## config.mk

```make
export PLATFORM = sky130hd
export DESIGN_NAME = timer_array
export DESIGN_NICKNAME = d
export VERILOG_FILES = /design/src/rtl/timer_array_pkg.sv /design/src/rtl/timer_array_ch.sv /design/src/rtl/timer_array.sv
export SDC_FILE = /design/constraint.sdc
export NUM_CORES = 1
export LEC_CHECK = 0
export ABC_AREA = 1
export BUFFER_PORTS_ARGS = -buffer_cell sky130_fd_sc_hd__buf_2
export CAP_MARGIN = 10
export CORE_MARGIN = 1.5
export CORE_UTILIZATION = 55
export DETAILED_ROUTE_END_ITERATION = 12
export PLACE_DENSITY = 0.78
export RECOVER_POWER = 25
export REMOVE_ABC_BUFFERS = 1
export SETUP_SLACK_MARGIN = 0.02
export SLEW_MARGIN = 20
export SYNTH_ARGS = -nofsm -noshare
export SYNTH_HDL_FRONTEND = slang
export SYNTH_HIERARCHICAL = 1
export SYNTH_SLANG_ARGS = --single-unit
```

## constraint.sdc

```tcl
create_clock -name clk -period 2.7 [get_ports clk]
set_input_delay 0.81 -clock clk [delete_from_list [all_inputs] [get_ports clk]]
set_output_delay 0.81 -clock clk [all_outputs]
set_load 0.02 [all_outputs]
```

## src/rtl/timer_array_pkg.sv

```systemverilog
// Shared definitions for the multi-channel timer: register offsets, CTRL layout,
// mode encodings and the per-channel FSM state type.
package timer_array_pkg;

    localparam logic [1:0] REG_CTRL   = 2'd0;
    localparam logic [1:0] REG_PRESET = 2'd1;
    localparam logic [1:0] REG_COUNT  = 2'd2;
    localparam logic [1:0] REG_STATUS = 2'd3;

    localparam int CTRL_EN   = 0;
    localparam int CTRL_MODE = 1;
    localparam int CTRL_IM   = 2;
    localparam int CTRL_PS   = 3;

    localparam logic MODE_ONESHOT = 1'b0;
    localparam logic MODE_RELOAD  = 1'b1;

    typedef enum logic [1:0] {
        ST_IDLE = 2'd0,
        ST_LOAD = 2'd1,
        ST_CNT  = 2'd2,
        ST_INT  = 2'd3
    } state_t;

endpackage

```

## src/rtl/timer_array_ch.sv

```systemverilog
// One timer channel: CTRL/PRESET/COUNT/PEND registers, prescaler and sequencing FSM.
// state | meaning:  IDLE wait for EN | LOAD COUNT<=PRESET | CNT count ticks | INT set PEND
module timer_array_ch
    import timer_array_pkg::*;
#(
    parameter int WIDTH   = 32,
    parameter int PS_BITS = 4
) (
    input  logic                       clk,
    input  logic                       rst_n,
    input  logic [31:0]                din,
    input  logic                       we_ctrl,
    input  logic                       we_preset,
    input  logic                       we_status,
    output logic [CTRL_PS+PS_BITS-1:0] ctrl,
    output logic [WIDTH-1:0]           preset,
    output logic [WIDTH-1:0]           count,
    output logic                       pend
);

    localparam int CTRL_W = CTRL_PS + PS_BITS;
    localparam int PS_W   = (1 << PS_BITS) - 1;

    state_t          state;
    logic [PS_W-1:0] ps;
    logic [PS_W-1:0] ps_mask;
    logic            tick;
    logic            en_now;
    logic            unused_din;

    assign ps_mask    = ~({PS_W{1'b1}} << ctrl[CTRL_W-1:CTRL_PS]);
    assign tick       = (ps >= ps_mask);
    // IDLE reacts to an EN write on the same edge so LOAD follows the write immediately
    assign en_now     = we_ctrl ? din[CTRL_EN] : ctrl[CTRL_EN];
    assign unused_din = ^din;

    always_ff @(posedge clk or negedge rst_n) begin
        if (!rst_n) begin
            state  <= ST_IDLE;
            ctrl   <= '0;
            preset <= '0;
            count  <= '0;
            pend   <= 1'b0;
            ps     <= '0;
        end else begin
            case (state)
                ST_IDLE: if (en_now) state <= ST_LOAD;
                ST_LOAD: begin
                    count <= preset;
                    ps    <= '0;
                    state <= ST_CNT;
                end
                ST_CNT: begin
                    if (!ctrl[CTRL_EN]) begin
                        state <= ST_IDLE;
                    end else if (tick) begin
                        ps <= '0;
                        if (count <= WIDTH'(1)) begin
                            count <= '0;
                            state <= ST_INT;
                        end else begin
                            count <= count - 1'b1;
                        end
                    end else begin
                        ps <= ps + 1'b1;
                    end
                end
                ST_INT: begin
                    if (ctrl[CTRL_MODE] == MODE_RELOAD) begin
                        state <= ST_LOAD;
                    end else begin
                        ctrl[CTRL_EN] <= 1'b0;
                        state         <= ST_IDLE;
                    end
                end
                default: state <= ST_IDLE;
            endcase

            // a bus write to CTRL overrides the one-shot EN clear
            if (we_ctrl)   ctrl   <= din[CTRL_W-1:0];
            if (we_preset) preset <= din[WIDTH-1:0];

            if (state == ST_INT)          pend <= 1'b1;
            else if (we_status && din[0]) pend <= 1'b0;
        end
    end

endmodule

```

## src/rtl/timer_array.sv

```systemverilog
// Multi-channel timer slave: address decode, per-channel instances, read mux and
// the IRQ OR of unmasked pending bits.
module timer_array
    import timer_array_pkg::*;
#(
    parameter int NUM_CH  = 2,
    parameter int WIDTH   = 32,
    parameter int PS_BITS = 4
) (
    input  logic        clk,
    input  logic        rst_n,
    input  logic [31:2] Addr,
    input  logic        WE,
    input  logic [31:0] Din,
    output logic [31:0] Dout,
    output logic        IRQ
);

    logic [1:0]  ch_sel;
    logic [1:0]  reg_sel;
    logic [31:0] rd [4];
    logic [3:0]  irq_v;
    logic        unused_addr;

    assign ch_sel      = Addr[5:4];
    assign reg_sel     = Addr[3:2];
    assign unused_addr = ^Addr[31:6];

    for (genvar i = 0; i < 4; i++) begin : g_ch
        if (i < NUM_CH) begin : g_on
            logic [CTRL_PS+PS_BITS-1:0] ctrl;
            logic [WIDTH-1:0]           preset;
            logic [WIDTH-1:0]           count;
            logic                       pend;
            logic                       wr;

            assign wr = WE && (ch_sel == 2'(i));

            timer_array_ch #(
                .WIDTH  (WIDTH),
                .PS_BITS(PS_BITS)
            ) u_ch (
                .clk      (clk),
                .rst_n    (rst_n),
                .din      (Din),
                .we_ctrl  (wr && (reg_sel == REG_CTRL)),
                .we_preset(wr && (reg_sel == REG_PRESET)),
                .we_status(wr && (reg_sel == REG_STATUS)),
                .ctrl     (ctrl),
                .preset   (preset),
                .count    (count),
                .pend     (pend)
            );

            assign rd[i] = (reg_sel == REG_CTRL)   ? 32'(ctrl)   :
                           (reg_sel == REG_PRESET) ? 32'(preset) :
                           (reg_sel == REG_COUNT)  ? 32'(count)  : {31'b0, pend};
            assign irq_v[i] = pend & ctrl[CTRL_IM];
        end else begin : g_off
            assign rd[i]    = '0;
            assign irq_v[i] = 1'b0;
        end
    end

    assign Dout = rd[ch_sel];
    assign IRQ  = |irq_v;

endmodule

```

==> results.sh <==
export IMPL_status="complete, but fails checks"
export IMPL_violations="capacitance limit, slew limit"
export IMPL_fin_crit_ns=2.68
export IMPL_io_pins=98
export IMPL_drive_above_1_share_pct=15.2
export IMPL_required_ns=1.89
export IMPL_ys_warnings_count=6
export IMPL_syn_avg_cell_area_um2=7.02
export IMPL_ctsRootBufferMaster="clkbuf_16"
export IMPL_wl_per_cell_um=17.1
export IMPL_hold_viol_final=0
export IMPL_path_buf_inv=4
export IMPL_drtIter0Drc=1464
export IMPL_r2r_end="g_ch[0].g_on.u_ch/count[18]$_DFFE_PN0P_"
export IMPL_critical_path_depth=7
export IMPL_h_tree_depth=4
export IMPL_numPortBuffers=71
export IMPL_finClkSkew_ns=0.0102
export IMPL_max_stage_delay_ns=0.28
export IMPL_busiest_layer="met2"
export IMPL_grt_use_total_pct=31.3
export IMPL_clock_fmax_ghz=0.374
export IMPL_crit_family="buffers and inverters"
export IMPL_initial_core_util_pct=56.2
export IMPL_fin_nets=1984
export IMPL_synth_top_family_by_area="simple AND/OR/NAND/NOR gates"
export IMPL_path_class="input pin to output pin"
export IMPL_ant_nets=0
export IMPL_p_leak_nw=7.03
export IMPL_cts_clk_slew_worst_paths_ns=0.06
export IMPL_syn_inst=1818
export IMPL_clkPwrFrac_pct=20.6
export IMPL_ys_top_cells_by_area="dfrtp_1, nand2_1, nand3_1, nor2_1, inv_1"
export IMPL_antenna_found_initial=0
export IMPL_r2r_start="g_ch[0].g_on.u_ch/ctrl[4]$_DFFE_PN0P_"
export IMPL_synth_compound_area_share_pct=9.38
export IMPL_grt_pass1_wl_mm=60.1
export IMPL_switching_power_mw=5.65
export IMPL_endpoint="Dout[21]"
export IMPL_synth_top_area_share_pct=34.9
export IMPL_first_pass_iters=6
export IMPL_period_share_pct=99.1
export IMPL_power_density_nw_per_um2=873
export IMPL_sw_frac_of_total_pct=45.0
export IMPL_slew_violations=39
export IMPL_ir_drop_mv=0.549
export IMPL_grtUsageMet1_pct=42.1
export IMPL_reg2reg_depth=14
export IMPL_crit_fanout=11
export IMPL_share_comb_of_total_power_pct=43.3
export IMPL_tightest_slew_ns=1.91
export IMPL_cts_buffers=17
export IMPL_ys_ff_latch=178
export IMPL_drc=0
export IMPL_muxShareOfSynthArea_pct=3.00
export IMPL_insertedDiodeCount=0
export IMPL_dieArea_um2=24100
export IMPL_synth_fa_ha_area_share_pct=3.53
export IMPL_yosysTopAreaCell="dfrtp_1"
export IMPL_first_global_vias=11800
export IMPL_die_h_um=155
export IMPL_fillers=1993
export IMPL_drv_cap=1
export IMPL_holdBufCountCts=0
export IMPL_wirelength_mm=37.2
export IMPL_synth_cell_types=44
export IMPL_worstPathArrival_ns=1.87
export IMPL_coreArea_um2=22700
export IMPL_area_growth_pct=12.9
export IMPL_instances_no_fill=2181
export IMPL_r2r_setup_slack_ns=0.21
export IMPL_vias=12600
export IMPL_report_power_total_mw=12.6
export IMPL_clk_insertion_delay_late_ns=0.43
export IMPL_p_int_mw=6.92
export IMPL_slew_headroom_pct=-27.1
export IMPL_grt_overflow_total=0
export IMPL_gp_congestion=0.961
export IMPL_pwr_share_seq_pct=36.1
export IMPL_crit_path_start="Addr[3]"
export IMPL_tns_ns=0
export IMPL_cts_tree="built"
export IMPL_grt_max_degree=64
export IMPL_synth_xor_area_share_pct=3.50
export IMPL_vias_per_cell=5.79
export IMPL_setup_viol=0
export IMPL_yosys_area_share_simple_pct=37.4
export IMPL_dominantRegCellSynth="dfrtp_1"
export IMPL_synth_area_um2=12800
export IMPL_ys_seq_area_share_pct=34.9
export IMPL_hpwlAfterDp_mm=26.3
export IMPL_cts_buffer_depth=2
export IMPL_crit_chain="buf_12 -> inv_6 -> bufbuf_16 -> nand3_1 -> a21oi_1 -> or2_1 -> buf_2"
export IMPL_use_met3_pct=5.85
export IMPL_critPathLaunchType="input pin"
export IMPL_num_rows=55
export IMPL_cp_end_kind="output pin"
export IMPL_ys_async_sr_fraction_pct=100
export IMPL_grt_met2_usage_pct=50.3
export IMPL_dieWidth_um=155
export IMPL_rsz0062_at_grt="yes"
export IMPL_clock_sinks=178
export IMPL_min_delay_path_class="register to register"
export IMPL_synth_edf_count=0
export IMPL_cp_slowest_cell="bufbuf_16"
export IMPL_dp_cells=2144
==> tightest hold or removal path: stages, from the launching register on <==
cell	delay (ns)
dfrtp_1	0.35
nand2_1	0.05
nand2_1	0.04
==> flip-flops by register name (all words and copies together), names as in the netlist <==
| name | cells |
|---|---|
| g_ch.g_on.u_ch/count | 64 |
| g_ch.g_on.u_ch/ctrl | 14 |
| g_ch.g_on.u_ch/preset | 64 |
| g_ch.g_on.u_ch/state | 4 |
| g_ch.g_on.u_ch/ps | 30 |
| g_ch.g_on.u_ch/pend | 2 |
==> Yosys cell counts, types with 3 or more instances <==
cell type and number:
xor2_1 35, or2_2 12, clkbuf_1 19, buf_4 10, nand4_1 15, mux2_2 34, nor2_1 159, o22ai_1 13
buf_6 7, o21ai_1 34, buf_2 36, a21oi_1 69, o21ai_0 81, nand2_2 14, nor2_2 19, nor2_4 14
inv_1 143, o21bai_1 12, nand2_1 551, nand3_1 223, inv_2 8, a21o_1 5, o211ai_1 6, xnor2_1 16
ha_1 36, buf_8 3, dfrtp_1 178, nand3_2 15, nand2_4 4, or2_1 13, nor3_1 18
==> area by class of cell <==
| cell class | count | area (um^2) | share of cell area (%) |
|---|---|---|---|
| repair buffers | 125 | 1080 | 7.50 |
| clock inverters | 9 | 129 | 0.895 |
| well taps | 285 | 357 | 2.48 |
| multi-input cells | 1408 | 7310 | 50.8 |
| flip-flops and latches | 178 | 4450 | 30.9 |
| inverters | 153 | 594 | 4.13 |
| clock buffers | 23 | 478 | 3.32 |
==> repair_timing <==
action,4_1_cts,5_1_grt
buffers inserted,0,1
endpoints found under the setup margin,31,62
pin swaps,2,5
resized for setup,20,28
gates cloned,2,2
==> cells in the final DEF, fill, tap and decap left out, drive strengths merged, types with 3 or more instances in the layout <==
cell type	instances
inv	153
xor2	35
dfrtp	178
ha	36
nand4	15
o21bai	12
nor2	193
a21o	5
buf	121
o22ai	13
o211ai	6
nor3	18
nand3	239
or2	25
clkbuf	25
mux2	34
bufinv	3
clkinv	4
a21oi	69
xnor2	16
nand2	570
o21ai	115
==> kinds of logic after synthesis <==
family | Yosys count
and+or+nand+nor | 1064
buffers and inverters | 232
AOI/OAI and AO/OA | 223
DFF | 178
xor gates and xnor gates | 51
adders and majority gates | 36
muxes | 34
==> per-stage QoR <==
step / hold slack (ns) / util, % / cell area (um^2) / setup WS, ns
after floorplan: 0.441 / - / 12300 / -0.845
after global placement: 0.456 / 59.6 / 13500 / -0.0970
after detailed placement: 0.458 / 59.6 / 13500 / -0.129
after CTS: 0.305 / 62.8 / 14300 / 0.0230
after global routing: 0.488 / 63.4 / 14400 / -0.0125
final: 0.474 / 63.4 / 14400 / 0.0248
==> worst min path at each step <==
stage,startpoint,end,slack [ns],cells past startpoint
global route,g_ch[0].g_on.u_ch/pend$_DFFE_PN0P_,g_ch[0].g_on.u_ch/pend$_DFFE_PN0P_,0.49,2
finish,g_ch[0].g_on.u_ch/pend$_DFFE_PN0P_,g_ch[0].g_on.u_ch/pend$_DFFE_PN0P_,0.47,2
CTS,rst_n,g_ch[1].g_on.u_ch/ps[5]$_DFFE_PN0P_,0.31,1
global placement,g_ch[0].g_on.u_ch/pend$_DFFE_PN0P_,g_ch[0].g_on.u_ch/pend$_DFFE_PN0P_,0.46,2
floorplan,g_ch[0].g_on.u_ch/pend$_DFFE_PN0P_,g_ch[0].g_on.u_ch/pend$_DFFE_PN0P_,0.44,2
detailed placement,g_ch[0].g_on.u_ch/pend$_DFFE_PN0P_,g_ch[0].g_on.u_ch/pend$_DFFE_PN0P_,0.46,2
==> metal layers <==
layer / share of wire (%) / up-vias
li1: - / 6028
met1: 43 / 5944
met2: 46 / 559
met3: 8.0 / 96
met4: 3.2 / 0
met5: 0 / -
==> power by group through the flow <==
stage	combinational, mW	sequential [mW]	clock (mW)
after floorplan	3.90	4.21	0
after global placement	5.07	4.53	0
after detailed placement	5.23	4.55	0
after CTS	5.32	4.52	2.62
after global routing	6.09	4.65	2.74
final	5.44	4.53	2.59
Note: power is estimated with default switching activity, not from simulation.
